<file path="src/rtl/float_mul_arbiter_if.sv">
// Bundle of the requester-side and multiplier-core-side signals of
// float_mul_arbiter. The arbiter uses the slave modport; the requesters
// and the core model sit on the master modport.
interface float_mul_arbiter_if #(
  parameter int N_REQ    = 4,
  parameter int SF_WIDTH = 32
);
  // Requester side
  logic [N_REQ-1:0]          req_valid;
  logic [N_REQ*SF_WIDTH-1:0] req_a;
  logic [N_REQ*SF_WIDTH-1:0] req_b;
  logic [N_REQ-1:0]          req_ack;
  logic [N_REQ-1:0]          rsp_valid;
  logic [SF_WIDTH-1:0]       rsp_data;

  // Multiplier core side
  logic [SF_WIDTH-1:0]       mul_a;
  logic [SF_WIDTH-1:0]       mul_b;
  logic                      mul_nd;
  logic                      mul_rfd;
  logic [SF_WIDTH-1:0]       mul_result;
  logic                      mul_rdy;

  modport slave (
    input  req_valid, req_a, req_b, mul_rfd, mul_result, mul_rdy,
    output req_ack, rsp_valid, rsp_data, mul_a, mul_b, mul_nd
  );

  modport master (
    output req_valid, req_a, req_b, mul_rfd, mul_result, mul_rdy,
    input  req_ack, rsp_valid, rsp_data, mul_a, mul_b, mul_nd
  );
endinterface

</file>
<file path="src/rtl/float_mul_arbiter.sv">
// float_mul_arbiter: shares one single-precision float multiplier core
// between N_REQ requesters with round-robin arbitration and at most one
// operation in flight. Operands and results pass through bit-exact; the
// result is routed back to the requester that issued the operation.
//
// Optional feature: define MUL_TIMEOUT_EN to add a WAIT-state watchdog.
// After TIMEOUT_CYCLES WAIT cycles without mul_rdy the arbiter answers the
// granted requester with a quiet NaN and sets the sticky timeout_err flag.
// Without the macro WAIT holds indefinitely and timeout_err is tied low.
module float_mul_arbiter #(
  parameter int N_REQ          = 4,
  parameter int SF_WIDTH       = 32,
  parameter int TIMEOUT_CYCLES = 64
) (
  input  logic               clk,
  input  logic               rst,
  float_mul_arbiter_if.slave bus,
  output logic               busy,
  output logic               timeout_err
);

  localparam int IDX_W = (N_REQ > 1) ? $clog2(N_REQ) : 1;

  // Reject configurations outside the supported range at elaboration time.
  generate
    if (N_REQ < 2 || N_REQ > 8 || SF_WIDTH < 1 || TIMEOUT_CYCLES < 1) begin : gParamCheck
      $error("float_mul_arbiter: parameter out of supported range");
    end
  endgenerate

  typedef enum logic [1:0] {
    IDLE  = 2'd0,
    ISSUE = 2'd1,
    WAIT  = 2'd2
  } state_t;

  state_t             state;
  logic [IDX_W-1:0]   rrPtr;
  logic [IDX_W-1:0]   grantIdx;
  logic [IDX_W-1:0]   nextGrant;
  logic [SF_WIDTH-1:0] grantA;
  logic [SF_WIDTH-1:0] grantB;
  logic               grantStillValid;

  // First requester with valid set, searching upward from ptr with wrap.
  function automatic logic [IDX_W-1:0] rrPick(input logic [N_REQ-1:0] v,
                                              input logic [IDX_W-1:0] ptr);
    logic [IDX_W-1:0] r;
    logic             found;
    int               j;
    r     = ptr;
    found = 1'b0;
    for (int k = 0; k < N_REQ; k++) begin
      j = int'(ptr) + k;
      if (j >= N_REQ) j = j - N_REQ;
      if (!found && v[j[IDX_W-1:0]]) begin
        r     = j[IDX_W-1:0];
        found = 1'b1;
      end
    end
    return r;
  endfunction

  // Wrap-around successor of a requester index.
  function automatic logic [IDX_W-1:0] nextIdx(input logic [IDX_W-1:0] idx);
    if (idx == IDX_W'(N_REQ - 1)) return '0;
    return idx + 1'b1;
  endfunction

  assign nextGrant       = rrPick(bus.req_valid, rrPtr);
  assign grantA          = bus.req_a[int'(grantIdx)*SF_WIDTH +: SF_WIDTH];
  assign grantB          = bus.req_b[int'(grantIdx)*SF_WIDTH +: SF_WIDTH];
  assign grantStillValid = bus.req_valid[grantIdx];
  assign busy            = (state != IDLE);

`ifdef MUL_TIMEOUT_EN
  localparam int                  CNT_W    = $clog2(TIMEOUT_CYCLES + 1);
  localparam logic [CNT_W-1:0]    CNT_LAST = CNT_W'(TIMEOUT_CYCLES - 1);
  localparam logic [SF_WIDTH-1:0] QNAN     = SF_WIDTH'(32'h7FC00000);

  logic [CNT_W-1:0] waitCnt;
  logic             timeoutFlag;

  assign timeout_err = timeoutFlag;
`else
  assign timeout_err = 1'b0;
`endif

  // Arbitration FSM: grant in IDLE, hand operands to the core in ISSUE,
  // wait for the core result in WAIT and route it back to the grantee.
  // Pulse outputs default low every cycle and are raised for one cycle only.
  always_ff @(posedge clk) begin
    if (rst) begin
      state         <= IDLE;
      rrPtr         <= '0;
      grantIdx      <= '0;
      bus.req_ack   <= '0;
      bus.rsp_valid <= '0;
      bus.rsp_data  <= '0;
      bus.mul_a     <= '0;
      bus.mul_b     <= '0;
      bus.mul_nd    <= 1'b0;
`ifdef MUL_TIMEOUT_EN
      waitCnt       <= '0;
      timeoutFlag   <= 1'b0;
`endif
    end else begin
      bus.req_ack   <= '0;
      bus.rsp_valid <= '0;
      bus.mul_nd    <= 1'b0;

      unique case (state)
        IDLE: begin
          // mul_rdy is deliberately not looked at here: a result arriving
          // after a reset abort must not be reported to anyone.
          if (|bus.req_valid) begin
            grantIdx <= nextGrant;
            state    <= ISSUE;
          end
        end

        ISSUE: begin
          if (!grantStillValid) begin
            // Requester withdrew before acceptance; pointer stays put so the
            // search resumes from the same place.
            state <= IDLE;
          end else if (bus.mul_rfd) begin
            bus.mul_a             <= grantA;
            bus.mul_b             <= grantB;
            bus.mul_nd            <= 1'b1;
            bus.req_ack[grantIdx] <= 1'b1;
            rrPtr                 <= nextIdx(grantIdx);
            state                 <= WAIT;
`ifdef MUL_TIMEOUT_EN
            waitCnt               <= '0;
`endif
          end
        end

        WAIT: begin
          if (bus.mul_rdy) begin
            bus.rsp_data            <= bus.mul_result;
            bus.rsp_valid[grantIdx] <= 1'b1;
            state                   <= IDLE;
          end
`ifdef MUL_TIMEOUT_EN
          else if (waitCnt == CNT_LAST) begin
            // Core never answered: release the requester with a quiet NaN.
            bus.rsp_data            <= QNAN;
            bus.rsp_valid[grantIdx] <= 1'b1;
            timeoutFlag             <= 1'b1;
            state                   <= IDLE;
          end else begin
            waitCnt <= waitCnt + 1'b1;
          end
`endif
        end

        default: state <= IDLE;
      endcase
    end
  end

endmodule

</file>
<file path="src/flat_wrapper.sv">
// flat-port wrapper written by rule: the top's interface ports become plain ports
module float_mul_arbiter_flat 
#(
  parameter int N_REQ          = 4,
  parameter int SF_WIDTH       = 32,
  parameter int TIMEOUT_CYCLES = 64
)
  (clk, rst, busy, timeout_err, bus_req_valid, bus_req_a, bus_req_b, bus_mul_rfd, bus_mul_result, bus_mul_rdy, bus_req_ack, bus_rsp_valid, bus_rsp_data, bus_mul_a, bus_mul_b, bus_mul_nd);
  float_mul_arbiter_if #(.N_REQ(N_REQ), .SF_WIDTH(SF_WIDTH)) bus_i ();
  input  logic clk;
  input  logic rst;
  output logic busy;
  output logic timeout_err;
  input wire logic [$bits(bus_i.req_valid)-1:0] bus_req_valid;
  input wire logic [$bits(bus_i.req_a)-1:0] bus_req_a;
  input wire logic [$bits(bus_i.req_b)-1:0] bus_req_b;
  input wire logic [$bits(bus_i.mul_rfd)-1:0] bus_mul_rfd;
  input wire logic [$bits(bus_i.mul_result)-1:0] bus_mul_result;
  input wire logic [$bits(bus_i.mul_rdy)-1:0] bus_mul_rdy;
  output wire logic [$bits(bus_i.req_ack)-1:0] bus_req_ack;
  output wire logic [$bits(bus_i.rsp_valid)-1:0] bus_rsp_valid;
  output wire logic [$bits(bus_i.rsp_data)-1:0] bus_rsp_data;
  output wire logic [$bits(bus_i.mul_a)-1:0] bus_mul_a;
  output wire logic [$bits(bus_i.mul_b)-1:0] bus_mul_b;
  output wire logic [$bits(bus_i.mul_nd)-1:0] bus_mul_nd;
  assign bus_i.req_valid = bus_req_valid;
  assign bus_i.req_a = bus_req_a;
  assign bus_i.req_b = bus_req_b;
  assign bus_i.mul_rfd = bus_mul_rfd;
  assign bus_i.mul_result = bus_mul_result;
  assign bus_i.mul_rdy = bus_mul_rdy;
  assign bus_req_ack = bus_i.req_ack;
  assign bus_rsp_valid = bus_i.rsp_valid;
  assign bus_rsp_data = bus_i.rsp_data;
  assign bus_mul_a = bus_i.mul_a;
  assign bus_mul_b = bus_i.mul_b;
  assign bus_mul_nd = bus_i.mul_nd;
  float_mul_arbiter #(.N_REQ(N_REQ), .SF_WIDTH(SF_WIDTH), .TIMEOUT_CYCLES(TIMEOUT_CYCLES)) u_core (.clk(clk), .rst(rst), .bus(bus_i), .busy(busy), .timeout_err(timeout_err));
endmodule
</file>
<file path="config.mk">
export PLATFORM = sky130hd
export DESIGN_NAME = float_mul_arbiter_flat
export DESIGN_NICKNAME = d
export VERILOG_FILES = /design/src/rtl/float_mul_arbiter_if.sv /design/src/rtl/float_mul_arbiter.sv /design/src/flat_wrapper.sv
export SDC_FILE = /design/constraint.sdc
export NUM_CORES = 1
export LEC_CHECK = 0
export CAP_MARGIN = 30
export CORE_AREA = 2 2 155 157
export CTS_BUF_LIST = sky130_fd_sc_hd__clkbuf_16
export DETAILED_ROUTE_END_ITERATION = 7
export DIE_AREA = 0 0 157 159
export DONT_BUFFER_PORTS = 1
export MAX_ROUTING_LAYER = met4
export SLEW_MARGIN = 0
export SYNTH_ARGS = -nofsm -noshare
export SYNTH_HDL_FRONTEND = slang
export SYNTH_SLANG_ARGS = --single-unit
</file>
<file path="constraint.sdc">
create_clock -name clk -period 3.2 [get_ports clk]
set_input_delay 0.16 -clock clk [delete_from_list [all_inputs] [get_ports clk]]
set_output_delay 0.16 -clock clk [all_outputs]
set_load 0.03 [all_outputs]
</file>
==> key figures, run 1 <==
Timing
  • Final period utilization: between 70% and 80%
  • Minimum clock period: between 2 and 2.5 ns
  • RSZ-0062 raised after global routing: no
  • Final hold vios: 0
  • Setup-failing EPs final: 0
  • Clk_skew: just over 0.009 ns
  • Final max-slew violation count: 0
  • Slew HR: 40.39%
  • Measured slew at the worst slew-check pin: 0.8942 ns
  • Total negative slack: 0 ns
  • Peak Freq: 437.6 MHz

Placed design
  • Routability cong.: 0.9431
  • Port bufs: 0
  • HPWL after detailed placement: about 14 mm

Final layout
  • Multi-input logic area: 2994 sq um
  • Nets: ~870
  • Number of fillers in the final layout: 2432
  • Reg area: 2230 sq um
  • Layout cells sized above 1: 16.61%
  • P&R area growth vs syn: 16.15%

CTS
  • H-tree depth: 3
  • Post-CTS resize count: 0
  • Cts bufs inserted: 9
  • CTS tree: done
  • CTS Sinks: roughly 110
  • Hold Buf Count CTS: 35
  • Clock buffer depth: 2
  • Clock latency at the later pin of the worst-skew pair: ~0.35 ns
  • Post-CTS setup buffer count: 0
  • Clock root buffer: clkbuf_16
  • Reg clk slew, reported paths: 0.08 ns

GRT
  • GRT Total Usage: 14.88%
  • Largest net degree at the start of global routing: 108
  • GRT Residual Overflow: 0
  • First-pass GRT wire length: 27.10 mm
  • Initial antenna violation count: 3
  • Via count of the first global-routing pass: about 4400

Yosys
  • Synth area leaders: dfxtp_1 40%, mux4_2 27%, nand2_1 13%, a21oi_1 9.2%, buf_6 1.8%
  • Post-Syn Nets: 862
  • Register area share after synthesis: about two fifths
  • Most frequent cell after synthesis: nand2_1
  • Dominant synthesized flop cell: dfxtp_1
  • Async set or reset register ratio after synthesis: 0%
  • Most frequent cells after synthesis: 197 x nand2_1, 111 x dfxtp_1, 101 x a21oi_1
  • Synth cell types: 29
  • Synth area leader: dfxtp_1
  • Syn Inst Count: 562
  • Netlist Area Pre-Place: 5493 sq um
  • Yosys reg bits: 111
  • Avg Inst Size Synth: 9.774 sq um
  • Yosys warning count: 0
  • Number of synthesized flops with an enable pin: 0
  • Top cell type's share of synthesized area: around two fifths

Detailed routing
  • ANT nets after route: 0
  • Avg WL per Cell: 20.96 um
  • Vias per Instance: around 5
  • Drt total wl: 18.74 mm
  • DR pass1 iterations: 4
  • Vias post-DR: 4370
  • Initial drt markers: between 300 and 400
  • DR DRC count: 0

Power
  • PwrDens: between 400 and 500 nW/um^2
  • VDD IR max: roughly 0.29 mV
  • Leak: 1.948 nW
  • PnR Total Power: 3.164 mW

Worst setup path
  • Worst Path Arrival: 2.57 ns
  • CP Launch Type: register
  • CP startpoint: u_core.grantIdx[0]$_SDFFE_PP0P_
  • Flop2flop setup slack: slightly above 0.9 ns
  • Crit Path Category: reg -> reg
  • Critical-path maximum fanout: 45
  • Data required, critical path: 3.48 ns
  • FF-to-FF path depth: 5
  • Worst setup EP type: register
  • RR Endpoint: u_core.bus.mul_a[11]$_SDFFE_PP0P_
  • CP Capture Point: u_core.bus.mul_a[11]$_SDFFE_PP0P_
  • Worst R2R Start: u_core.grantIdx[0]$_SDFFE_PP0P_

Floorplanning
  • Row Count: 56
  • Die area: 24960 sq um
  • Die Y: approximately 160 um
  • Total core area: 23190 sq um
  • # IOs: 403
  • Initial core utilization: 23.68%
  • Die W: 157 um

Run status
  • Outcome: complete, no violations

Worst hold path
  • Hold Crit Class: in -> reg

Run
  • Max-cap violation count: 0
-- critical path, stage by stage, from the launching register on --
cell     delay, ns
dfxtp_4       0.35
mux4_2        0.38
and4b_2       0.83
buf_4         0.38
nand2_1       0.08
a21oi_1       0.14
-- layer usage --
layer  vias to the layer above  global-route usage (%)  share of wire (%)
met4                         0                   3.461                1.2
met5                         -                       -                  0
li1                       1984                       -                  -
met2                       273                   24.42                 49
met3                        18                   6.124                 12
met1                      2095                   16.88                 38
-- report_power, final --
group	leakage [nW]	internal [mW]	total, mW	switching [mW]
Clock	0.133	0.540	1.12	0.580
Combinational	0.916	0.262	0.493	0.231
Sequential	0.899	1.43	1.55	0.123
-- through the flow --
| stage | cell area [sq um] | util [%] | setup slack [ns] | hold slack, ns | instances |
|---|---|---|---|---|---|
| 6_report | 6380 | 27.51 | 0.9147 | 0.08868 | 894 |
| 5_1_grt | 6380 | 27.51 | 0.7239 | 0.08257 | 894 |
| 4_1_cts | 6372 | 27.48 | 0.8497 | 0.04971 | 891 |
| 3_5_place_dp | 5722 | 24.67 | 0.8656 | 0.2397 | 841 |
| 3_3_place_gp | 5694 | 24.55 | 0.8956 | 0.2375 | 840 |
| 2_1_floorplan | 5493 | - | 1.456 | 0.2960 | 562 |
-- worst min-delay path by stage --
stage	startpoint	to	slack, ns	cells past startpoint
floorplan	bus_mul_result[0]	u_core.bus.rsp_data[0]$_SDFFE_PP0P_	0.30	2
global placement	rst	u_core.bus.mul_b[17]$_SDFFE_PP0P_	0.24	1
detailed placement	rst	u_core.bus.mul_b[17]$_SDFFE_PP0P_	0.24	1
CTS	bus_req_valid[3]	u_core.grantIdx[0]$_SDFFE_PP0P_	0.05	2
global route	bus_req_valid[3]	u_core.grantIdx[0]$_SDFFE_PP0P_	0.08	2
finish	bus_req_valid[3]	u_core.grantIdx[0]$_SDFFE_PP0P_	0.09	3
-- layout make-up --
cell class | count | share of cell area (%)
Antenna cell | 3 | 0.1177
Clock buffer | 9 | 3.530
Clock inverter | 6 | 0.9021
Inverter | 3 | 0.1765
Multi-Input combinational cell | 399 | 46.93
Sequential cell | 111 | 34.95
Tap cell | 319 | 6.256
Timing Repair Buffer | 44 | 7.139
-- state kept, by name, indices dropped and copies added (netlist names) --
register / flops
u_core.bus.mul_a: 32
u_core.bus.mul_b: 32
u_core.bus.rsp_data: 32
u_core.bus.req_ack: 4
u_core.bus.rsp_valid: 4
u_core.grantIdx: 2
u_core.rrPtr: 2
u_core.state: 2
u_core.bus.mul_nd: 1
-- kinds of logic after synthesis --
family / after synthesis / synth area share (%)
multiplexers: 65 / 26.65
adder cells (fa/ha/maj): 4 / 0.9112
AO/OA/AOI/OAI: 105 / 9.795
AND/OR/NAND/NOR: 224 / 16.90
other: 1 / 0.06827
buffers and inverters: 52 / 5.216
flip-flops: 111 / 40.46
-- placed cells by master (no fill, tap or decap), drive strengths merged, types with 4 or more instances in the layout --
| cell type | synthesis | layout |
|---|---|---|
| nand2 | 197 | 197 |
| mux4 | 65 | 65 |
| inv | 3 | 5 |
| ha | 4 | 4 |
| and2 | 4 | 4 |
| buf | 26 | 10 |
| nor3b | 5 | 5 |
| dlygate4sd3 | 0 | 34 |
| clkbuf | 23 | 9 |
| a21oi | 101 | 101 |
| dfxtp | 111 | 111 |
(Power assumes the default switching activity.)
==> run 2, diff against run 1 <==
clock period = 1.95 ns   (was 3.2 ns; I/O delays follow)
==> run 2 against run 1 <==
Flip-flop and latch count unchanged. Wire length increased by 1.2%. Count of clock-buffer cells in the layout unchanged. Largest cell class unchanged. Critical path depth unchanged. Core utilization increased by 0.16 points. Sequential share of layout area decreased by 0.20 points. Clock power increased by 60%. Register-to-register slack got worse by 0.75 ns. First-iteration DRC count increased by 21%. Combinational power increased by 64%.
==> key figures, run 2 (synthesis gave the netlist of run 1 again) <==
Floorplanning
  • Total core area: 23190 sq um (unchanged)
  • Row Count: 56 (unchanged)
  • Die area: 24960 sq um (unchanged)
  • # IOs: 403 (unchanged)
  • Die W: 157 um (unchanged)
  • Initial core utilization: 23.68% (unchanged)
  • Die Y: 159 um (unchanged)

Timing
  • Final max-slew violation count: 0 (unchanged)
  • Total negative slack: 0 ns (unchanged)
  • Final period utilization: 91.50% (+20 points)
  • Slew HR: 48.92% (+8.5 points)
  • Clk_skew: 0.007456 ns (-0.001764 ns)
  • Final hold vios: 0 (unchanged)
  • RSZ-0062 raised after global routing: no
  • Minimum clock period: 1.784 ns (-0.5010 ns)
  • Setup WS post-layout: 0.1657 ns (-0.7490 ns)
  • WHS: 0.02318 ns (-0.06550 ns)
  • Measured slew at the worst slew-check pin: 0.7563 ns (-0.1378 ns)
  • Peak Freq: 560.4 MHz (+28%)
  • Setup-failing EPs final: 0 (unchanged)

GRT
  • Largest net degree at the start of global routing: 95 (-12%)
  • GRT Residual Overflow: 0 (unchanged)
  • GRT Total Usage: 15.14% (+0.26 points)
  • First-pass GRT wire length: 27.39 mm (+1.0%)
  • Initial antenna violation count: 6 (+3)
  • Via count of the first global-routing pass: 4442 (+0.48%)

CTS
  • CTS Sinks: 111 (unchanged)
  • Post-CTS setup buffer count: 0 (unchanged)
  • Clock latency at the later pin of the worst-skew pair: 0.36 ns (about the same)
  • Clock root buffer: clkbuf_16
  • Reg clk slew, reported paths: 0.08 ns (about the same)
  • Cts bufs inserted: 9 (unchanged)
  • CTS tree: done
  • H-tree depth: 3 (unchanged)
  • Clock buffer depth: 2 (unchanged)

Run
  • Max-cap violation count: 0 (unchanged)

Detailed routing
  • DR DRC count: 0 (unchanged)
  • Drt total wl: 18.97 mm (+1.2%)
  • Avg WL per Cell: 21.07 um (+0.53%)
  • ANT nets after route: 0 (unchanged)
  • Initial drt markers: 384 (+21%)
  • Vias post-DR: 4436 (+1.5%)
  • DR pass1 iterations: 4 (unchanged)
  • Vias per Instance: 4.929 (+0.83%)

Placed design
  • HPWL after detailed placement: 13.50 mm (-3.3%)
  • Place WS: 0.2428 ns (-0.6228 ns)
  • Port bufs: 0 (unchanged)
  • Routability cong.: 0.9677 (+2.6%)

Worst setup path
  • Worst setup EP type: register
  • Critical-path maximum fanout: 30 (-33%)
  • CP startpoint: u_core.state[0]$_SDFFE_PP0P_
  • CP Launch Type: register
  • Data required, critical path: 2.25 ns (-1.23 ns)
  • Worst R2R Start: u_core.state[0]$_SDFFE_PP0P_
  • CP max stage delay: 0.56 ns (-0.27 ns)
  • Worst Path Arrival: 2.08 ns (-0.49 ns)
  • Critical path, cell by cell: and3b_1, buf_6, nand2_1, a21oi_1, dlygate4sd3_1
  • CP max stage cell: dlygate4sd3_1
  • Crit Path Category: reg -> reg

Power
  • Leak: 1.991 nW (+2.2%)
  • PwrDens: 801.4 nW/um^2 (+62%)
  • VDD IR max: 0.3219 mV (+12%)

Final layout
  • Layout cells sized above 1: 15.91% (-0.70 points)
  • Nets: 868 (unchanged)
  • P&R area growth vs syn: 16.83%
  • Commonest non-fill, non-tap cell in the layout: nand2_1
  • Largest regs: u_core.bus.mul_a x32, u_core.bus.mul_b x32, u_core.bus.rsp_data x32
  • Most frequent cells in the layout: 197 x nand2_1, 109 x dfxtp_1, 101 x a21oi_1

Worst hold path
  • Hold path startpoint: bus_mul_rfd
  • Hold Crit Class: in -> reg

Run status
  • Outcome: complete, no violations
run 2: path summary, 6_finish.rpt:
path / slack [ns] / end / depth (start not counted)
setup / recovery: 0.17 / u_core.bus.rsp_data[7]$_SDFFE_PP0P_ / 5
hold / removal: 0.02 / u_core.bus.mul_nd$_SDFF_PP0_ / 2
setup reg to reg: 0.17 / u_core.bus.rsp_data[7]$_SDFFE_PP0P_ / 5
hold reg to reg: 0.49 / u_core.rrPtr[0]$_SDFFE_PP0P_ / 2
run 2: cell type report:
class	count	area (sq um)
fill	2401	16770
clock inverter	6	37.54
inverter	3	11.26
timing repair buffer	44	498.0
clock buffer	9	225.2
tap	319	399.1
sequential	111	2230
antenna	9	22.52
multi-input combinational	399	2994
run 2: per-stage QoR:
stage          util [%]  cells  area (sq um)  total power, mW
6_report          27.67    900          6417            5.143
4_1_cts           27.54    891          6387            5.248
3_5_place_dp      24.74    839          5737            3.329
3_3_place_gp      24.74    839          5737            3.318
2_1_floorplan         -    562          5493            3.231
5_1_grt           27.64    897          6410            5.396
run 2: layer usage:
metal	part of all wire, %	GRT usage, %	vias to the layer above
met4	1.7	4.629	0
met1	38	17.32	2167
met2	49	24.68	259
li1	-	-	1994
met3	11	5.498	16
met5	0	-	-
run 2: report_power, final:
part | total (mW) | leakage, nW | internal, mW | switching, mW
clock | 1.79 | 0.131 | 0.862 | 0.926
combinational | 0.807 | 0.961 | 0.434 | 0.373
sequential | 2.55 | 0.899 | 2.34 | 0.204
run 2: timing repair:
action / 4_1_cts / 5_1_grt
hold buffers: 37 / 0
resized for setup: 0 / 2
hold endpoints to repair: 107 / 0
setup endpoints to repair: 0 / 5
run 2: worst max-delay path, delay by kind of cell, from the launching register on:
family                 cells  cell delay, ns
AOI/OAI and AO/OA          1            0.11
buffers and inverters      2            0.82
DFF                        1            0.37
and+or+nand+nor            2            0.40
==> run 3, diff against run 2 <==
PLACE_DENSITY_LB_ADDON = 0.2   (was not set)
TNS_END_PERCENT = 5   (was not set)
==> run 3 against run 2 <==
Clock power hardly changed. Design area is 0.84% higher. Critical path depth stayed put. Critical path type unchanged. Critical endpoint is now u_core.bus.rsp_data[26]$_SDFFE_PP0P_.
==> key figures, run 3 (synthesis gave the netlist of run 1 again) <==
Power
  • Switching fraction of total power: 28.79% (-0.43 points)
  • Flop pwr share: 49.8% (+0.2 points)
  • Pint: 3.656 mW (+0.43%)
  • PnR Total Power: 5.135 mW (-0.17%)
  • P_sw: 1.478 mW (-1.6%)
  • VDD IR max: 0.2975 mV (-7.6%)
  • Leak: 2.030 nW (+2.0%)
  • PwrDens: 793.4 nW/um^2 (-1.0%)
  • Combinational cell fraction of total power: 15.7% (about the same)
  • Power share of the clock group: 34.5% (-0.3 points)

Worst setup path
  • Critical-path maximum fanout: 25 (-17%)
  • Crit path buffers/inverters: 2 (unchanged)
  • CP max stage cell: dlygate4sd3_1
  • CP startpoint: u_core.state[1]$_SDFFE_PP0P_
  • FF-to-FF path depth: 5 (unchanged)
  • Worst Path Arrival: 2.11 ns (+0.03 ns)
  • CP max stage delay: 0.57 ns (about the same)
  • Worst R2R Start: u_core.state[1]$_SDFFE_PP0P_
  • CP delay by family, top: buffers and inverters
  • Critical path, cell by cell: and3b_2, buf_12, nand2_1, a21oi_1, dlygate4sd3_1
  • Crit Path Category: reg -> reg
  • CP Launch Type: register
  • Critical path depth: 5 (unchanged)
  • Worst setup EP type: register
  • Data required, critical path: 2.24 ns (about the same)

Timing
  • Clk_skew: 0.01206 ns (+0.004607 ns)
  • Peak Freq: 548.9 MHz (-2.1%)
  • Final max-slew violation count: 0 (unchanged)
  • RSZ-0062 raised after global routing: no
  • Final hold vios: 0 (unchanged)
  • Setup-failing EPs final: 0 (unchanged)
  • Minimum clock period: 1.822 ns (+0.03753 ns)
  • Total negative slack: 0 ns (unchanged)
  • Final period utilization: 93.43% (+1.9 points)

CTS
  • Clock latency at the later pin of the worst-skew pair: 0.35 ns (about the same)
  • Clock root buffer: clkbuf_16
  • H-tree depth: 3 (unchanged)
  • CTS tree: done
  • Reg clk slew, reported paths: 0.08 ns (about the same)
  • Cts bufs inserted: 9 (unchanged)
  • Clock buffer depth: 2 (unchanged)
  • CTS Sinks: 111 (unchanged)

Placed design
  • Placed Area: 5812 sq um (+1.3%)
  • Placed instance count: 844 (+0.60%)
  • HPWL after detailed placement: 13.65 mm (+1.1%)
  • Port bufs: 0 (unchanged)
  • Routability cong.: 0.8184 (-15%)

Final layout
  • Largest regs: u_core.bus.mul_a x32, u_core.bus.mul_b x32, u_core.bus.rsp_data x32
  • P&R area growth vs syn: 17.81%
  • Nets: 872 (+0.46%)
  • Finished Cell Area: 6471 sq um (+0.84%)
  • Number of fillers in the final layout: 2465 (+2.7%)
  • Commonest non-fill, non-tap cell in the layout: nand2_1
  • Layout cells sized above 1: 17.16% (+1.2 points)
  • Most frequent cells in the layout: 197 x nand2_1, 109 x dfxtp_1, 101 x a21oi_1
  • Fin cells: 900 (unchanged)

Detailed routing
  • Vias post-DR: 4398 (-0.86%)
  • Avg WL per Cell: 20.52 um (-2.6%)
  • DR pass1 iterations: 4 (unchanged)
  • Initial drt markers: 239 (-38%)
  • Drt total wl: 18.47 mm (-2.6%)
  • DR DRC count: 0 (unchanged)
  • Vias per Instance: 4.887 (-0.86%)
  • ANT nets after route: 0 (unchanged)

Worst hold path
  • Hold Crit Class: in -> reg
  • Hold path startpoint: bus_req_valid[3]
  • Hold Crit Depth: 2 (unchanged)

GRT
  • Largest net degree at the start of global routing: 94 (-1.1%)
  • GRT Residual Overflow: 0 (unchanged)
  • Via count of the first global-routing pass: 4734 (+6.6%)
  • Initial antenna violation count: 3 (-3)
  • GRT Total Usage: 14.70% (-0.44 points)
  • First-pass GRT wire length: 27.30 mm (-0.33%)

Run status
  • Outcome: complete, no violations

Floorplanning
  • Die Y: 159 um (unchanged)
  • # IOs: 403 (unchanged)
  • Die W: 157 um (unchanged)
  • Total core area: 23190 sq um (unchanged)
  • Die area: 24960 sq um (unchanged)
  • Row Count: 56 (unchanged)
  • Initial core utilization: 23.68% (unchanged)

Run
  • Max-cap violation count: 0 (unchanged)
-- run 3: cell types whose count changed in the layout (fill, tap and decap cells not counted), sizes merged --
cell,change
dlygate4sd3,-2
diode,-5
buf,+6
clkinvlp,+1
-- run 3: metrics by stage --
stage	util, %	hold WS, ns	setup WS [ns]
after floorplan	-	0.2335	0.2056
after global placement	25.06	0.1805	0.2066
after detailed placement	25.06	0.1816	0.1592
after CTS	27.82	0.02545	0.05215
after global routing	27.89	0.04136	0.04347
final	27.90	0.04402	0.1282
-- run 3: worst paths after layout --
kind	slack [ns]	endpoint
max	0.13	u_core.bus.rsp_data[26]$_SDFFE_PP0P_
min	0.04	u_core.grantIdx[0]$_SDFFE_PP0P_
max reg2reg	0.13	u_core.bus.rsp_data[26]$_SDFFE_PP0P_
min reg2reg	0.48	u_core.rrPtr[0]$_SDFFE_PP0P_
-- run 3: metal layers --
metal | global-route usage (%) | vias up | routed length [um]
met2 | 25.26 | 274 | 9421
li1 | - | 2005 | -
met4 | 4.587 | 0 | 273
met1 | 16.09 | 2095 | 6989
met5 | - | - | 0
met3 | 4.654 | 24 | 1788
-- run 3: power groups by stage --
stage	Combinational [mW]	Sequential [mW]	Clock (mW)
after global routing	0.885	2.57	1.95
after global placement	0.726	2.61	0
final	0.807	2.56	1.77
after CTS	0.819	2.56	1.86
after floorplan	0.656	2.57	0
after detailed placement	0.742	2.62	0
-- run 3: layout make-up --
type	instances	area (sq um)	share of cell area [%]
diodes	4	10.01	0.1547
clock buffers	9	225.2	3.480
clock inverters	7	47.55	0.7347
inverters	3	11.26	0.1740
multi-input cells	399	2995	46.29
flip-flops and latches	111	2230	34.45
well taps	319	399.1	6.168
repair buffers	48	553.0	8.546
-- run 3: repair_timing --
action | 4_1_cts | 5_1_grt
setup endpoints to repair | 0 | 13
hold buffers | 35 | 0
gates resized for setup | 0 | 1
hold endpoints to repair | 107 | 0
buffers inserted | 0 | 1
